==> src/rtl/fir_out_formatter.sv <==
`default_nettype none
// ============================================================================
// Module      : fir_out_formatter
// Description : Output formatter for the 16-tap FIR stage. Optionally
//               decimates the Q2.30 sample stream, rounds (half toward +inf)
//               and saturates each kept sample to Q1.15, then queues the
//               results in a FIFO presented on a valid/ready interface.
// Ports       : clk, reset (async, active-low), clear (sync soft clear)
//               in_valid/in_data      : Q2.30 input samples
//               out_valid/out_ready/out_data : Q1.15 output handshake
//               fifo_level            : FIFO occupancy
//               drop_pulse            : kept sample lost to a full FIFO
//               ovf_sticky/sat_sticky : sticky drop / saturation flags
// Revision    : 1.0 - initial release
// ============================================================================
module fir_out_formatter #(
    parameter int DEC_FACTOR = 1,
    parameter int FIFO_DEPTH = 8,
    parameter int SHIFT      = 15
) (
    input  logic                          clk,
    input  logic                          reset,
    input  logic                          clear,
    input  logic                          in_valid,
    input  logic [31:0]                   in_data,
    output logic                          out_valid,
    input  logic                          out_ready,
    output logic [15:0]                   out_data,
    output logic [$clog2(FIFO_DEPTH):0]   fifo_level,
    output logic                          drop_pulse,
    output logic                          ovf_sticky,
    output logic                          sat_sticky
);

    localparam int c_AW = $clog2(FIFO_DEPTH);
    localparam int c_DW = (DEC_FACTOR > 1) ? $clog2(DEC_FACTOR) : 1;
    localparam logic [c_DW-1:0]   c_DCNT_LAST = c_DW'(DEC_FACTOR - 1);
    localparam logic [c_AW:0]     c_FULL      = (c_AW + 1)'(FIFO_DEPTH);
    localparam logic signed [32:0] c_RND      = 33'sd1 <<< (SHIFT - 1);
    localparam logic signed [32:0] c_MAX      = 33'sd32767;
    localparam logic signed [32:0] c_MIN      = -33'sd32768;

    // Decimation and stage 1
    logic [c_DW-1:0]     r_dcnt;
    logic                r_s1_v;
    logic [15:0]         r_s1_data;

    // FIFO state
    logic [15:0]         r_mem [FIFO_DEPTH];
    logic [c_AW-1:0]     r_wptr;
    logic [c_AW-1:0]     r_rptr;
    logic [c_AW:0]       r_level;
    logic [15:0]         r_last;
    logic                r_drop;
    logic                r_ovf;
    logic                r_sat;

    logic                w_keep;
    logic signed [32:0]  w_sum;
    logic signed [32:0]  w_shift;
    logic                w_hi;
    logic                w_lo;
    logic [15:0]         w_fmt;
    logic                w_pop;
    logic                w_full;
    logic                w_wr;
    logic                w_drop;

    assign w_keep = in_valid && (r_dcnt == '0);

    // One guard bit above the 32-bit input so the rounding add cannot wrap.
    assign w_sum   = $signed({in_data[31], in_data}) + c_RND;
    assign w_shift = w_sum >>> SHIFT;
    assign w_hi    = (w_shift > c_MAX);
    assign w_lo    = (w_shift < c_MIN);

    always_comb begin
        w_fmt = w_shift[15:0];
        if (w_hi) begin
            w_fmt = 16'h7FFF;
        end else if (w_lo) begin
            w_fmt = 16'h8000;
        end
    end

    assign out_valid = (r_level != '0);
    assign w_pop     = out_valid && out_ready;
    assign w_full    = (r_level == c_FULL);
    // A pop in the same cycle frees the slot, so a full FIFO still accepts.
    assign w_wr      = r_s1_v && (!w_full || w_pop);
    assign w_drop    = r_s1_v && w_full && !w_pop;

    always_ff @(posedge clk or negedge reset) begin
        if (!reset) begin
            r_dcnt    <= '0;
            r_s1_v    <= 1'b0;
            r_s1_data <= '0;
            r_wptr    <= '0;
            r_rptr    <= '0;
            r_level   <= '0;
            r_last    <= '0;
            r_drop    <= 1'b0;
            r_ovf     <= 1'b0;
            r_sat     <= 1'b0;
        end else if (clear) begin
            r_dcnt    <= '0;
            r_s1_v    <= 1'b0;
            r_s1_data <= '0;
            r_wptr    <= '0;
            r_rptr    <= '0;
            r_level   <= '0;
            r_last    <= '0;
            r_drop    <= 1'b0;
            r_ovf     <= 1'b0;
            r_sat     <= 1'b0;
        end else begin
            if (in_valid) begin
                r_dcnt <= (r_dcnt == c_DCNT_LAST) ? '0 : r_dcnt + 1'b1;
            end

            r_s1_v <= w_keep;
            if (w_keep) begin
                r_s1_data <= w_fmt;
                if (w_hi || w_lo) begin
                    r_sat <= 1'b1;
                end
            end

            if (w_wr) begin
                r_wptr <= r_wptr + 1'b1;
            end
            if (w_pop) begin
                r_rptr <= r_rptr + 1'b1;
                // Remember the popped word so out_data holds it once empty.
                r_last <= r_mem[r_rptr];
            end
            case ({w_wr, w_pop})
                2'b10:   r_level <= r_level + 1'b1;
                2'b01:   r_level <= r_level - 1'b1;
                default: r_level <= r_level;
            endcase

            r_drop <= w_drop;
            if (w_drop) begin
                r_ovf <= 1'b1;
            end
        end
    end

    // Storage array carries no reset; only the pointers define validity.
    always_ff @(posedge clk) begin
        if (w_wr && !clear) begin
            r_mem[r_wptr] <= r_s1_data;
        end
    end

    assign out_data   = out_valid ? r_mem[r_rptr] : r_last;
    assign fifo_level = r_level;
    assign drop_pulse = r_drop;
    assign ovf_sticky = r_ovf;
    assign sat_sticky = r_sat;

endmodule
`default_nettype wire

==> config.mk <==
export PLATFORM = sky130hd
export DESIGN_NAME = fir_out_formatter
export DESIGN_NICKNAME = d
export VERILOG_FILES = /design/src/rtl/fir_out_formatter.sv
export SDC_FILE = /design/constraint.sdc
export NUM_CORES = 1
export LEC_CHECK = 0
export ABC_AREA = 1
export ABC_CLOCK_PERIOD_IN_PS = 2200
export CORE_MARGIN = 3
export CORE_UTILIZATION = 40
export CTS_CLUSTER_SIZE = 24
export DETAILED_ROUTE_END_ITERATION = 6
export SLEW_MARGIN = 25
export SYNTH_ARGS = -nofsm -noshare
export SYNTH_HDL_FRONTEND = slang
export SYNTH_SLANG_ARGS = --single-unit
==> constraint.sdc <==
create_clock -name clk -period 2.2 [get_ports clk]
set_input_delay 0.22 -clock clk [delete_from_list [all_inputs] [get_ports clk]]
set_output_delay 0.22 -clock clk [all_outputs]
set_load 0.05 [all_outputs]
Yosys cells after proc, flatten, opt, wreduce, memory -nomap -nowiden
Memory sizes are Yosys's and may differ from the RTL's.
Cells that the tools add are included.
{"block": "word_totals", "ramBits": 128, "memories": 1, "out_inout_bits": 24, "inputBits": 37, "register_bits": 47}
{"block": "op_classes", "n_lt_le_gt_ge": 2, "add_sub_neg": 6, "bitwise": 1, "n_eq_ne": 3, "reduce_logical": 20, "muxes": 25}
{"memory": "r_mem", "words": 8, "width": 16, "rd": 1, "rd_ports_with_merged_regs": 0, "wr": 1, "line": "49", "text": "logic [15:0] r_mem [FIFO_DEPTH];"}
{"cell": "$mux W16", "n": 7}
{"cell": "$add A32 B16 Y33 const B", "n": 1}
{"cell": "$gt A18 B16 Y1 const B", "n": 1}
{"cell": "$lt A18 B16 Y1 const B", "n": 1}
{"cell": "$mux W1", "n": 12}
{"cell": "$mux W3", "n": 4}
{"cell": "$reduce_bool A2 Y1", "n": 6}
{"cell": "$pmux W4 S2", "n": 1}
{"cell": "$add A3 B1 Y3 const B", "n": 2}
{"cell": "$logic_and A1 B1 Y1", "n": 6}
{"cell": "$add A4 B1 Y4 const B", "n": 1}
{"cell": "$eq A4 B4 Y1 const B", "n": 1}
{"cell": "$mux W4", "n": 1}
{"cell": "$reduce_bool A4 Y1", "n": 1}
{"cell": "$sub A4 B1 Y4 const B", "n": 1}
{"cell": "$logic_not A1 Y1", "n": 3}
{"cell": "$reduce_bool A3 Y1", "n": 1}
{"cell": "$eq A2 B1 Y1 const B", "n": 1}
{"cell": "$eq A2 B2 Y1 const B", "n": 1}
{"cell": "$logic_or A1 B1 Y1", "n": 2}
{"cell": "$reduce_and A2 Y1", "n": 1}
{"cell": "$add A1 B1 Y1 const B", "n": 1}
{"cell": "$not A1 Y1", "n": 1}

Longest topological paths before layout
{"block": "depth", "depth_word": 7, "ltp_mapped": 12}

Worst setup path after synthesis
No wires, ideal clock.
{"block": "synth_path", "kind": "register -> output", "start": "register r_level[0], in the netlist fifo_level[0]", "end": "output port out_data[11]", "stages_incl_launch_ff": 6, "required_ns": 1.980, "setup_slack_ns": -0.693, "arrival_ns": 2.673, "path_cell_list": "dfrtp_1 -> nor2_1 -> nand2_1 -> inv_1 -> clkbuf_1 -> o21ai_0"}
{"block": "synth_between", "elab_chain_len": 2}
{"item": "start, declared", "line": "52", "text": "logic [c_AW:0] r_level;"}
{"item": "start signal, assigned", "line": "138", "text": "2'b10: r_level <= r_level + 1'b1;"}
{"item": "start signal, assigned", "line": "139", "text": "2'b01: r_level <= r_level - 1'b1;"}
{"item": "start signal, assigned", "line": "140", "text": "default: r_level <= r_level;"}
{"item": "$reduce_bool A4 Y1", "line": "86", "text": "assign out_valid = (r_level != '0);"}
{"item": "named net out_valid", "line": "26", "text": "output logic out_valid,"}
{"item": "$mux W16", "line": "157", "text": "assign out_data = out_valid ? r_mem[r_rptr] : r_last;"}
{"item": "end, declared", "line": "28", "text": "output logic [15:0] out_data,"}
The timed path passes the listed nets, and every way through them passes these cells.

Final worst setup path
{"block": "layout_path", "start": "register r_rptr[0]", "end": "output port out_data[8]"}
{"block": "layout_between", "elab_chain_len": 2}
{"item": "start, declared", "line": "51", "text": "logic [c_AW-1:0] r_rptr;"}
{"item": "start signal, assigned", "line": "133", "text": "r_rptr <= r_rptr + 1'b1;"}
{"item": "$mem_v2 Z8 W16"}
{"item": "$mux W16", "line": "157"}
No other way between the ends.

==> metrics.log <==
[metrics] post-layout worst setup margin: -0.0640 ns
[metrics] post-DR vias/cell: 5.33
[metrics] final number of hold-violating endpoints: 0
[metrics] violation count after the first detailed-routing iteration: 476
[metrics] buffer type at the clock tree root: sky130_fd_sc_hd__clkbuf_16
[metrics] Total GRT Usage: 0.172
[metrics] class of the worst hold path: in -> async
[metrics] Post-Synth Simple-Gate Area: 0.153
[metrics] synthesized instance count: 678
[metrics] number of global-route vias before repair: 5127
[metrics] skew final: 0.00656 ns
[metrics] WL final: 17.3 mm
[metrics] final period utilization: 1.03
[metrics] clock latency on the worst-skew pair: 0.42 ns
[metrics] launch point of the worst reg-to-reg path: fifo_level[0]
[metrics] number of antenna violations at the first check in global routing: 0
[metrics] remaining max-slew budget at the tightest pin: 0.388
[metrics] Synth area leaders: sky130_fd_sc_hd__edfxtp_1 50%, sky130_fd_sc_hd__dfrtp_1 15%, sky130_fd_sc_hd__o21ai_0 6.0%
[metrics] top post-synthesis cells by count: 128 x sky130_fd_sc_hd__edfxtp_1, 91 x sky130_fd_sc_hd__o21ai_0, 90 x sky130_fd_sc_hd__nor2_1
[metrics] violated checks: setup timing
[metrics] row cnt: 49
[metrics] number of enable-type register cells in the synthesized netlist: 128
[metrics] syn avg cell area: 11.3 um2
[metrics] total of max-cap violations: 0
[metrics] post-layout power: 10.9 mW
[metrics] clock tree from TritonCTS: done
[metrics] leakage power summed over all cells: 3.59 nW
[metrics] final setup fails: 6
[metrics] area fraction of the dominant cell type after synthesis: 0.503
[metrics] clock slew at the register clock pins of the worst setup and hold paths: 0.06 ns
[metrics] cell taking the most area after synthesis: sky130_fd_sc_hd__edfxtp_1
[metrics] level count of the clock H-tree: 4
[metrics] gr ovfl total: 0
[metrics] final net count: 785
[metrics] largest net degree at the start of global routing: 47
[metrics] io pins: 61
[metrics] antenna diode count: 0
[metrics] xor/xnor cell area share of the yosys netlist: 0.0183
[metrics] largest driver fanout on the critical path: 11
[metrics] peak clock frequency supported by timing: 442 MHz
[metrics] unrepaired setup endpoints after global routing: true
[metrics] area growth from synthesis to final layout: 24.3%
[metrics] peak ir drop on the vdd network: 440 uV
[metrics] number of fill cells in the layout: 1543
[metrics] Worst EP arrival: 2.04 ns
[metrics] distinct cell type count of the synthesized netlist: 34
[metrics] element type at the critical path end: primary output
[metrics] flop2flop setup slack: 0.36 ns
[metrics] post-synthesis sequential area ratio: 0.654
[metrics] worst-margin pin slew: 0.915 ns
[metrics] horizontal die dimension: 144 um
[metrics] max-slew violation count: 0
[metrics] worst path required time: 1.98 ns
[metrics] summed negative setup slack over all endpoints: -0.229 ns
[metrics] I/O Buffers: 46
[metrics] Post-Synthesis Net Count: 721
[metrics] drt first pass iters: 5
[metrics] Die ar.: 20800 um2
[metrics] global-route wire length before repair: 27.3 mm
[metrics] post-synthesis share of cell area spent on full adders, half adders and majority gates: 0.0108
[metrics] Vert. Die Dim: 144 um
[metrics] clock buffers created by TritonCTS: 17
[metrics] nature of the critical path startpoint: flop
[metrics] R2R depth: 7
[metrics] combinational family with the most area after synthesis: simple AND/OR/NAND/NOR gates
[metrics] multiplexer share of the synthesized area: 0.0210
[metrics] most common cell in the synthesized netlist: sky130_fd_sc_hd__edfxtp_1
[metrics] predominant post-synthesis flop cell: sky130_fd_sc_hd__edfxtp_1
[metrics] Power Density: 1150 nW/um2
[metrics] number of clock sinks seen by CTS: 174
[metrics] Worst R2R End: r_mem[0][7]
[metrics] share of flip-flops with an asynchronous set or reset after synthesis: 0.264
[metrics] area of the core: 18300 um2
[metrics] Synth Register Bits: 174
[metrics] starting density of the core: 0.417
[metrics] Critical Setup Path Class: reg -> out
[metrics] ratio of cells with drive above 1 in the final layout: 0.192
[metrics] Clock Path Buffers: 2
[metrics] post-route minimum period: 2.26 ns
[metrics] remaining antenna violation count: 0
[metrics] post-synth design cell area: 7640 um2
[metrics] routed length per placed instance: 17.6 um
[metrics] complex-gate fraction of the synthesized area: 0.105
[metrics] DRC violation count after routing: 0
[metrics] GP Congestion: 0.913
[metrics] Warnings, synthesis: 0
[metrics] result of the run: complete, but fails checks
[metrics] overall via count from detail_route: 5240
[metrics] HPWL after detailed placement: 10.7 mm
## where the power goes
part	internal (mW)	leakage [nW]	switching, mW
Sequential	3.74	1.78	0.190
Combinational	1.42	1.51	2.42
Clock	1.90	0.298	1.22
## state kept, by name, summed over array words and instances (netlist names)
signal,count
ovf_sticky,1
r_mem,128
sat_sticky,1
r_last,16
r_s1_data,16
r_s1_v,1
r_rptr,3
fifo_level,4
r_wptr,3
drop_pulse,1
## worst max-delay path by stage
| stage | startpoint | end | slack (ns) | cells past startpoint |
|---|---|---|---|---|
| floorplan | fifo_level[2] | r_mem[0][0] | -0.10 | 6 |
| global placement | out_ready | r_mem[0][10] | 0.10 | 8 |
| detailed placement | in_data[14] | r_s1_data[10] | 0.10 | 10 |
| CTS | r_rptr[0] | out_data[10] | -0.08 | 6 |
| global route | r_rptr[0] | out_data[3] | -0.15 | 9 |
| finish | r_rptr[0] | out_data[8] | -0.06 | 7 |
## final cells by class
class                      instances  area [um2]  share of cell area
sequential                       174        5000               0.527
inverter                          34         130              0.0137
multi-input combinational        435        2520               0.266
timing repair buffer              80         935              0.0984
clock buffer                      18         429              0.0452
clock inverter                    14         193              0.0203
tap                              229         287              0.0302
## cells in the final DEF (no fill, tap or decap), types with 6 or more instances in the layout
cell,Yosys,final
sky130_fd_sc_hd__edfxtp_1,128,128
sky130_fd_sc_hd__o22ai_1,19,19
sky130_fd_sc_hd__clkdlybuf4s50_1,0,29
sky130_fd_sc_hd__nor2_2,6,7
sky130_fd_sc_hd__o21ai_4,0,10
sky130_fd_sc_hd__o211ai_1,16,16
sky130_fd_sc_hd__buf_6,1,13
sky130_fd_sc_hd__o21ai_1,16,12
sky130_fd_sc_hd__nand2_2,5,6
sky130_fd_sc_hd__nand3_1,46,46
sky130_fd_sc_hd__buf_4,1,21
sky130_fd_sc_hd__inv_1,33,32
sky130_fd_sc_hd__o21ai_0,91,70
sky130_fd_sc_hd__buf_12,0,9
sky130_fd_sc_hd__dfrtp_1,46,41
sky130_fd_sc_hd__o21ai_2,0,15
sky130_fd_sc_hd__nand3_2,11,11
sky130_fd_sc_hd__clkbuf_16,0,20
sky130_fd_sc_hd__mux2i_1,16,16
sky130_fd_sc_hd__nand2_1,83,82
sky130_fd_sc_hd__xor2_1,11,11
sky130_fd_sc_hd__nor2_1,90,89
## what timing repair did
item,in CTS,in global routing
endpoints found under the hold margin,46,0
cloned,2,4
pin swaps,0,4
resized for setup,19,18
setup buffers,0,2
endpoints found under the setup margin,15,16
hold buffers,1,0
## stage by stage
| stage | hold WS [ns] | setup slack [ns] | utilization | std cells | area (um2) |
|---|---|---|---|---|---|
| after global placement | 0.343 | 0.102 | 0.469 | 943 | 8600 |
| after floorplan | -0.0756 | -0.104 | - | 678 | 7780 |
| after CTS | 0.405 | -0.0765 | 0.510 | 978 | 9350 |
| after detailed placement | 0.346 | 0.103 | 0.469 | 943 | 8600 |
| final | 0.419 | -0.0640 | 0.518 | 984 | 9500 |
| after global routing | 0.433 | -0.155 | 0.518 | 984 | 9500 |
## logic make-up (layout without fill, tap and decap cells)
| group | count (synthesis) | after routing |
|---|---|---|
| compound gates | 146 | 146 |
| buf+inv | 69 | 146 |
| simple gates | 251 | 251 |
| mux | 16 | 16 |
| fa+ha+maj | 6 | 6 |
| xor+xnor | 16 | 16 |
| flops | 174 | 174 |
## metal layers
metal / global-route usage / routed length (um)
met4: 0.0594 / 361
met3: 0.0351 / 1140
met1: 0.236 / 7710
met2: 0.276 / 8090
met5: 0 / 0
## worst max-delay path, cell delays in order, from the launching register on
cell	delay, ns
sky130_fd_sc_hd__dfrtp_2	0.48
sky130_fd_sc_hd__buf_4	0.18
sky130_fd_sc_hd__clkbuf_16	0.17
sky130_fd_sc_hd__o21ai_0	0.16
sky130_fd_sc_hd__o22ai_1	0.11
sky130_fd_sc_hd__o21ai_2	0.28
sky130_fd_sc_hd__o21ai_4	0.07
sky130_fd_sc_hd__buf_6	0.15
No activity file was read; power rests on OpenSTA's default activity.
